**src/rtl/adder_pipe_pkg.sv**
```systemverilog
// Shared defaults, operation encoding and configuration check for the pipelined adder.
// Optional overflow flag is enabled by defining ADDER_PIPE_OVF_EN.
package adder_pipe_pkg;

    localparam int ADDER_WIDTH_DFLT  = 16;
    localparam int ADDER_STAGES_DFLT = 4;

    typedef enum logic {
        ADD = 1'b0,
        SUB = 1'b1
    } adder_op_e;

    // Width must split evenly into 1..WIDTH carry-chain chunks.
    function automatic bit adder_cfg_ok(input int width, input int stages);
        return (stages >= 1) && (stages <= width) && ((width % stages) == 0);
    endfunction

endpackage

```
**src/rtl/adder_pipe_if.sv**
```systemverilog
// Operand/result handshake bundle for adder_pipe; master = producer/consumer side, slave = the unit.
// out_ovf exists only when ADDER_PIPE_OVF_EN is defined.
interface adder_pipe_if #(
    parameter int WIDTH = adder_pipe_pkg::ADDER_WIDTH_DFLT
);
    logic             in_valid;
    logic             in_ready;
    logic [WIDTH-1:0] in_a;
    logic [WIDTH-1:0] in_b;
    logic             in_sub;
    logic             out_valid;
    logic             out_ready;
    logic [WIDTH:0]   out_sum;
`ifdef ADDER_PIPE_OVF_EN
    logic             out_ovf;

    modport master (
        output in_valid, in_a, in_b, in_sub, out_ready,
        input  in_ready, out_valid, out_sum, out_ovf
    );
    modport slave (
        input  in_valid, in_a, in_b, in_sub, out_ready,
        output in_ready, out_valid, out_sum, out_ovf
    );
`else
    modport master (
        output in_valid, in_a, in_b, in_sub, out_ready,
        input  in_ready, out_valid, out_sum
    );
    modport slave (
        input  in_valid, in_a, in_b, in_sub, out_ready,
        output in_ready, out_valid, out_sum
    );
`endif
endinterface

```
**src/rtl/adder_pipe_stage.sv**
```systemverilog
// One CHUNK-bit slice of the carry chain plus its pipeline register; operands travel along
// so later slices can add their own chunk. ADDER_PIPE_OVF_EN adds an overflow output.
module adder_pipe_stage
    import adder_pipe_pkg::*;
#(
    parameter int WIDTH = ADDER_WIDTH_DFLT,
    parameter int CHUNK = 4,
    parameter int IDX   = 0
) (
    input  logic             clk,
    input  logic             rst_n,
    input  logic             en_i,
    input  logic             vld_i,
    input  logic [WIDTH-1:0] a_i,
    input  logic [WIDTH-1:0] b_i,
    input  logic [WIDTH-1:0] sum_i,
    input  logic             sub_i,
    input  logic             carry_i,
    output logic             vld_o,
    output logic [WIDTH-1:0] a_o,
    output logic [WIDTH-1:0] b_o,
    output logic [WIDTH-1:0] sum_o,
    output logic             sub_o,
`ifdef ADDER_PIPE_OVF_EN
    output logic             ovf_o,
`endif
    output logic             carry_o
);
    localparam int LO = IDX * CHUNK;

    logic             vld_q;
    logic [WIDTH-1:0] a_q, b_q, sum_q, sum_d;
    logic             sub_q, carry_q, carry_d;
    logic             inv;
    logic [CHUNK-1:0] a_c, bx_c, s_c;

    assign inv  = (adder_op_e'(sub_i) == SUB);
    assign a_c  = a_i[LO +: CHUNK];
    assign bx_c = b_i[LO +: CHUNK] ^ {CHUNK{inv}};

    always_comb begin
        sum_d              = sum_i;
        {carry_d, s_c}     = {1'b0, a_c} + {1'b0, bx_c} + {{CHUNK{1'b0}}, carry_i};
        sum_d[LO +: CHUNK] = s_c;
    end

`ifdef ADDER_PIPE_OVF_EN
    logic ovf_q, ovf_d;
    // Carry into the chunk MSB recovered from its sum bit; only the top slice's value is used.
    assign ovf_d = a_c[CHUNK-1] ^ bx_c[CHUNK-1] ^ s_c[CHUNK-1] ^ carry_d;

    always_ff @(posedge clk or negedge rst_n) begin
        if (!rst_n) begin
            ovf_q <= 1'b0;
        end else if (en_i && vld_i) begin
            ovf_q <= ovf_d;
        end
    end
    assign ovf_o = ovf_q;
`endif

    always_ff @(posedge clk or negedge rst_n) begin
        if (!rst_n) begin
            vld_q   <= 1'b0;
            a_q     <= '0;
            b_q     <= '0;
            sum_q   <= '0;
            sub_q   <= 1'b0;
            carry_q <= 1'b0;
        end else if (en_i) begin
            vld_q <= vld_i;
            if (vld_i) begin
                a_q     <= a_i;
                b_q     <= b_i;
                sum_q   <= sum_d;
                sub_q   <= sub_i;
                carry_q <= carry_d;
            end
        end
    end

    assign vld_o   = vld_q;
    assign a_o     = a_q;
    assign b_o     = b_q;
    assign sum_o   = sum_q;
    assign sub_o   = sub_q;
    assign carry_o = carry_q;

endmodule

```
**src/rtl/adder_pipe.sv**
```systemverilog
// Pipelined add/subtract: WIDTH-bit carry chain split over STAGES registered slices, 1 op/cycle.
// Define ADDER_PIPE_OVF_EN to get the signed-overflow output out_ovf.
module adder_pipe
    import adder_pipe_pkg::*;
#(
    parameter int WIDTH  = ADDER_WIDTH_DFLT,
    parameter int STAGES = ADDER_STAGES_DFLT
) (
    input logic        clk,
    input logic        rst_n,
    adder_pipe_if.slave bus
);
    localparam int CHUNK = (STAGES >= 1) ? (WIDTH / STAGES) : WIDTH;

    generate
        if (!adder_cfg_ok(WIDTH, STAGES)) begin : g_bad_cfg
            $error("adder_pipe: WIDTH must be a multiple of STAGES with 1 <= STAGES <= WIDTH");
        end
    endgenerate

    adder_op_e        op;
    logic             is_sub;
    logic             vld_s   [STAGES+1];
    logic [WIDTH-1:0] a_s     [STAGES+1];
    logic [WIDTH-1:0] b_s     [STAGES+1];
    logic [WIDTH-1:0] sum_s   [STAGES+1];
    logic             sub_s   [STAGES+1];
    logic             carry_s [STAGES+1];
    logic             rdy     [STAGES];
    logic             rdy_chain;

    assign op         = adder_op_e'(bus.in_sub);
    assign is_sub     = (op == SUB);
    assign vld_s[0]   = bus.in_valid;
    assign a_s[0]     = bus.in_a;
    assign b_s[0]     = bus.in_b;
    assign sum_s[0]   = '0;
    assign sub_s[0]   = is_sub;
    assign carry_s[0] = is_sub;

    // A slice may load when it is empty or everything downstream moves this cycle,
    // so bubbles collapse while the output is stalled.
    always_comb begin
        rdy_chain = bus.out_ready;
        for (int k = STAGES - 1; k >= 0; k--) begin
            rdy_chain = rdy_chain | !vld_s[k+1];
            rdy[k]    = rdy_chain;
        end
    end

`ifdef ADDER_PIPE_OVF_EN
    logic ovf_s [STAGES];
`endif

    for (genvar k = 0; k < STAGES; k++) begin : g_stage
        adder_pipe_stage #(
            .WIDTH (WIDTH),
            .CHUNK (CHUNK),
            .IDX   (k)
        ) u_stage (
            .clk     (clk),
            .rst_n   (rst_n),
            .en_i    (rdy[k]),
            .vld_i   (vld_s[k]),
            .a_i     (a_s[k]),
            .b_i     (b_s[k]),
            .sum_i   (sum_s[k]),
            .sub_i   (sub_s[k]),
            .carry_i (carry_s[k]),
            .vld_o   (vld_s[k+1]),
            .a_o     (a_s[k+1]),
            .b_o     (b_s[k+1]),
            .sum_o   (sum_s[k+1]),
            .sub_o   (sub_s[k+1]),
`ifdef ADDER_PIPE_OVF_EN
            .ovf_o   (ovf_s[k]),
`endif
            .carry_o (carry_s[k+1])
        );
    end

    assign bus.in_ready  = rdy[0];
    assign bus.out_valid = vld_s[STAGES];
    assign bus.out_sum   = {carry_s[STAGES], sum_s[STAGES]};
`ifdef ADDER_PIPE_OVF_EN
    assign bus.out_ovf   = ovf_s[STAGES-1];
`endif

endmodule

```
**src/flat_wrapper.sv**
```systemverilog
// flat-port wrapper written by rule: the top's interface ports become plain ports
module adder_pipe_flat import adder_pipe_pkg::*;
#(
    parameter int WIDTH  = ADDER_WIDTH_DFLT,
    parameter int STAGES = ADDER_STAGES_DFLT
)
  (clk, rst_n, bus_in_valid, bus_in_a, bus_in_b, bus_in_sub, bus_out_ready, bus_in_ready, bus_out_valid, bus_out_sum);
  adder_pipe_if #(.WIDTH(WIDTH)) bus_i ();
  input logic clk;
  input logic rst_n;
  input wire logic [$bits(bus_i.in_valid)-1:0] bus_in_valid;
  input wire logic [$bits(bus_i.in_a)-1:0] bus_in_a;
  input wire logic [$bits(bus_i.in_b)-1:0] bus_in_b;
  input wire logic [$bits(bus_i.in_sub)-1:0] bus_in_sub;
  input wire logic [$bits(bus_i.out_ready)-1:0] bus_out_ready;
  output wire logic [$bits(bus_i.in_ready)-1:0] bus_in_ready;
  output wire logic [$bits(bus_i.out_valid)-1:0] bus_out_valid;
  output wire logic [$bits(bus_i.out_sum)-1:0] bus_out_sum;
  assign bus_i.in_valid = bus_in_valid;
  assign bus_i.in_a = bus_in_a;
  assign bus_i.in_b = bus_in_b;
  assign bus_i.in_sub = bus_in_sub;
  assign bus_i.out_ready = bus_out_ready;
  assign bus_in_ready = bus_i.in_ready;
  assign bus_out_valid = bus_i.out_valid;
  assign bus_out_sum = bus_i.out_sum;
  adder_pipe #(.WIDTH(WIDTH), .STAGES(STAGES)) u_core (.clk(clk), .rst_n(rst_n), .bus(bus_i));
endmodule
```
**config.mk**
```make
export PLATFORM = sky130hd
export DESIGN_NAME = adder_pipe_flat
export DESIGN_NICKNAME = d
export VERILOG_FILES = /design/src/rtl/adder_pipe_pkg.sv /design/src/rtl/adder_pipe_if.sv /design/src/rtl/adder_pipe_stage.sv /design/src/rtl/adder_pipe.sv /design/src/flat_wrapper.sv
export SDC_FILE = /design/constraint.sdc
export NUM_CORES = 1
export LEC_CHECK = 0
export ABC_AREA = 0
export BUFFER_PORTS_ARGS = -buffer_cell sky130_fd_sc_hd__buf_4
export CAP_MARGIN = 20
export CORE_ASPECT_RATIO = 0.5
export CORE_UTILIZATION = 55
export DETAILED_ROUTE_END_ITERATION = 16
export HOLD_SLACK_MARGIN = 0.06
export MAX_ROUTING_LAYER = met4
export PLACE_DENSITY = 0.84
export SYNTH_ARGS = -nofsm -noshare
export SYNTH_HDL_FRONTEND = slang
export SYNTH_SLANG_ARGS = --single-unit
```
**constraint.sdc**
```tcl
create_clock -name clk -period 2.6 [get_ports clk]
set_input_delay 0 -clock clk [delete_from_list [all_inputs] [get_ports clk]]
set_output_delay 0 -clock clk [all_outputs]
set_load 0.02 [all_outputs]
```
# Word-level counts from Yosys, hierarchy flattened

Cells that the tools add are included.

Bits of input ports: 37
Memory bits (writable): 0
Register bits after elaboration: 147
ROM bits: 0
Logic and storage cells: 45
Memories: 0
Bits in latches: 0

Shifts and indexed selects: 0
Equal/unequal tests: 0
Mux-type cells: 0
Div/mod/pow operators: 0
Order comparisons: 0
Add/sub/neg operators: 8
$mul: 0
Reductions and logical operators: 8
Bitwise operators: 8

Operators by type and width:

| operator             | number |
|---|---|
| adder 4 x 4 -> 5 bit | 4 |
| adder 5 x 1 -> 5 bit | 4 |
| XOR 4 bit            | 4 |
| AND reduction 2 bit  | 4 |
| logical NOT 1 bit    | 4 |
| bitwise OR 1 bit     | 4 |

# Longest topological paths before layout

Word-level depth: 6
Depth in mapped cells: 9

# Cells and area by module

Synthesis repeated with hierarchy kept, for this count alone.

Cell total of the unflattened synthesis: 559
Area total of the unflattened synthesis: 8486.9 um2

By module, submodules not included:

| module           | area each (um2) | cells each | instances |
|---|---|---|---|
| adder_pipe_stage | 2110.8          | 138        | 4 |
| adder_pipe       | 43.8            | 7          | 1 |

# Worst setup path after synthesis

Ideal clock, no wire load.

Kind: reg-to-reg
Start: register u_core.g_stage[1].u_stage.sub_q
End: register u_core.g_stage[2].u_stage.carry_q
Library setup time: 127 ps
Slack: 542 ps
Data arrival time: 1931 ps
Stages on the path, launching flop included: 8
Path buffers: 1
Cell sequence: dfrtp_1 > clkbuf_1 > xor2_1 > fa_1 > fa_1 > a21o_1 > a211oi_1 > a21oi_1

Word-level cells in the longest chain between the ends: 3

RTL lines:

| what                   | RTL line               | source |
|---|---|---|
| start, declared        | adder_pipe_stage.sv:33 | `logic sub_q, carry_q, carry_d;` |
| start signal, assigned | adder_pipe_stage.sv:76 | `sub_q <= sub_i;` |
| XOR 4 bit              | adder_pipe_stage.sv:39 | `assign bx_c = b_i[LO +: CHUNK] ^ {CHUNK{inv}};` |
| adder 4 x 4 -> 5 bit   | adder_pipe_stage.sv:43 | `{carry_d, s_c} = {1'b0, a_c} + {1'b0, bx_c} + {{CHUNK{1'b0}}, carry_i};` |
| adder 5 x 1 -> 5 bit   | adder_pipe_stage.sv:43 |  |
| end signal, assigned   | adder_pipe_stage.sv:77 | `carry_q <= carry_d;` |
| end, declared          | adder_pipe_stage.sv:33 |  |

No other way between the ends.
A chain may end at the register's enable or synchronous reset.

# Worst setup path in the final report

Ends and elaborated chain as after synthesis.

==> impl_metrics.ini <==
[synthesis]
synth_top_family_by_area = multiplexers
yosysWarnings = 0
async_flop_share_pct = 100.0
syn_area_mm2 = 0.004348
synthAdderAreaFrac_pct = 6.676
synth_edf_count = 0
syn_area_per_cell_um2 = 13.98
yosys_register_bits = 99
ys.flop_type = dfrtp_1
synth_compound_area_share_pct = 4.173
ys_seq_area_share_pct = 56.98
synth_common_cells = dfrtp_1 (99), mux2_2 (78), nand2_1 (23)
synth.area.mux_share_pct = 20.69
synthCells = 311
yosysTopAreaCellShare_pct = 56.98
synth_nets = 367
yosysTopAreaCell = dfrtp_1
synth.distinct_cells = 29
synth-xor-area-share_pct = 4.432
yosysMostFrequentCell = dfrtp_1
synth_area_leaders = dfrtp_1 (57%), mux2_2 (20%), ha_1 (3.5%)
synthSimpleGateAreaFrac_pct = 4.115

[sta]
rsz0062_at_grt = false
setup_tns_ns = 0
worstMarginPinSlew_ns = 0.9775
fmax_mhz = 454.7
finalMaxSlewViolations = 0
finalHoldViolCount = 0
setup-violations-final = 0
timing.hold.ws_ns = 0.07215
maxSlewHeadroom_pct = 34.67
min_period_over_period_pct = 84.58
skew_ns = 0.004273
period_needed_ns = 2.199

[worst_setup_path]
cp_common_cell = fa_1
cp_top_family = adder cells
end_kind = flop
reg2regPathDepth = 6
crit_path_max_fanout = 6
cp.required_ns = 2.79
crit_buf_inv = 0
start_kind = flop
path_cells = xor2_1 > fa_1 > fa_1 > a21o_1 > a211oi_1 > a21oi_1
cp.arrival_ns = 2.39
cp_num_cells = 6
crit_type = flop to flop
cp_slowest_cell = dfrtp_1
slowest_delay_ns = 0.47

[global_routing]
antenna_found_initial = 0
grt_pass1_vias = 2831
grt-ovfl-total = 0
grt_usage_pct = 22.64
grt_pass1_wl_um = 13520
grt_max_degree = 52

[die]
die_h_um = 64.87
die-area_mm2 = 0.008286
fp.dieW_um = 127.7
ios = 56
initial_utilization_pct = 58.07
core_area_mm2 = 0.007487
rows = 22

[routing]
drc = 0
post_drt_wl_per_cell_um = 15.39
top_layer_used = met4
route.met2.wl_um = 3859
via_per_inst = 5.120
wl_met1_um = 3519
drtIter0Drc = 117
drt_wl_total_um = 7833
dr.pass1.iters = 6
num_vias = 2606
ant_nets = 0
met3_length_um = 274

[placed_design]
gp_congestion = 0.8464
hpwl_um = 5032
io_buffer_count = 55

[cells_and_area]
drive_gt1_share_pct = 37.91
seq_area_mm2 = 0.002477
fin_nets = 453
num_antenna_cells = 0
area_growth_pct = 24.55
nFillCells = 489
multiInputGateArea_mm2 = 0.001743

[clock_network]
cts_made_buffers = 9
path_clk_slew_ns = 0.06
post_cts_buffers = 0
root_buffer = clkbuf_16
clock-sinks = 99
clock_path_buffers = 2
cts_tree = done
clock_latency_ns = 0.34
cts-htree-levels = 3

[worst_hold_path]
hold_class = primary input to flop
min_path_cells = 4

[power]
irDropWorstVdd_mv = 0.3950
p_leak_nw = 2.461
power_density_mw_per_mm2 = 1032

[outcome]
status = finished clean

[job]
cap_violations = 0
[metrics by stage]
step                      worst slack, ns  utilization [%]  std cells  power (mW)  instance area [um2]
after floorplan                    0.5415                -        311       3.710                 4348
after global placement             0.5183            64.81        464       4.190                 4852
after detailed placement           0.4355            64.81        464       4.335                 4852
after CTS                          0.4135            72.33        509       5.608                 5415
after global routing               0.2640            72.33        509       5.930                 5415
final                              0.4009            72.33        509       5.587                 5415
[flip-flops by register name, indices dropped and copies added, names as in the netlist]
signal	count
u_core.g_stage.u_stage.carry_o	4
u_core.g_stage.u_stage.b_o	24
u_core.g_stage.u_stage.sum_o	40
u_core.g_stage.u_stage.vld_o	4
u_core.g_stage.u_stage.sub_o	3
u_core.g_stage.u_stage.a_o	24
[tightest hold or removal path: cells and delay by family]
family          cells  cell delay (ns)
buf+inv             1             0.08
compound gates      1             0.10
fa+ha+maj           1             0.14
simple gates        1             0.05
[layout make-up]
class,instances,area share [%]
clock inverters,2,0.2311
well taps,108,2.495
multi-input cells,187,32.19
flip-flops and latches,99,45.75
repair buffers,89,13.96
inverters,11,0.7625
clock buffers,13,4.621
[per-layer routing]
layer	vias to the layer above	global-route usage (%)
li1	1228	-
met1	1310	27.41
met2	50	36.07
met3	18	6.854
met4	0	9.118
met5	-	-
[cells by family after synthesis]
kind of cell             count (synthesis)
XOR/XNOR                                22
multiplexers                            80
AO/OA/AOI/OAI                           30
flip-flops                              99
adder cells (fa/ha/maj)                 19
AND/OR/NAND/NOR                         36
buffers and inverters                   25
[timing repair]
item,in CTS,in global routing
resized for setup,0,0
hold buffers,30,0
endpoints found under the hold margin,78,0
[where the power goes]
group	switching, mW	total (mW)	internal [mW]
sequential	0.336	2.40	2.06
combinational	0.943	1.99	1.05
clock	0.526	1.19	0.668
[final timing paths]
| kind | from | endpoint | slack, ns |
|---|---|---|---|
| max in group asynchronous | rst_n | u_core.g_stage[1].u_stage.b_o[9] | 1.69 |
| worst max-delay path | u_core.g_stage[1].u_stage.sub_o | u_core.g_stage[2].u_stage.carry_o | 0.40 |
| worst min register to register | u_core.g_stage[3].u_stage.carry_o | u_core.g_stage[3].u_stage.carry_o | 0.48 |
| worst max register to register | u_core.g_stage[1].u_stage.sub_o | u_core.g_stage[2].u_stage.carry_o | 0.40 |
| min in group asynchronous | rst_n | u_core.g_stage[0].u_stage.b_o[12] | 0.23 |
| worst min-delay path | bus_in_a[3] | u_core.g_stage[0].u_stage.carry_o | 0.07 |
[placed cells by master (no fill, tap or decap), drive strengths merged, types with 2 or more instances in the layout]
cell type,instances
inv,11
dfrtp,99
clkbuf,13
buf,59
nor2b,3
a21boi,2
a21o,2
xor2,15
dlygate4sd3,30
ha,12
o31ai,2
xnor2,7
nor3b,2
nand2,23
fa,7
nand2b,4
mux2,79
o21ai,16
a21oi,6
Note: power is estimated with default switching activity, not from simulation.
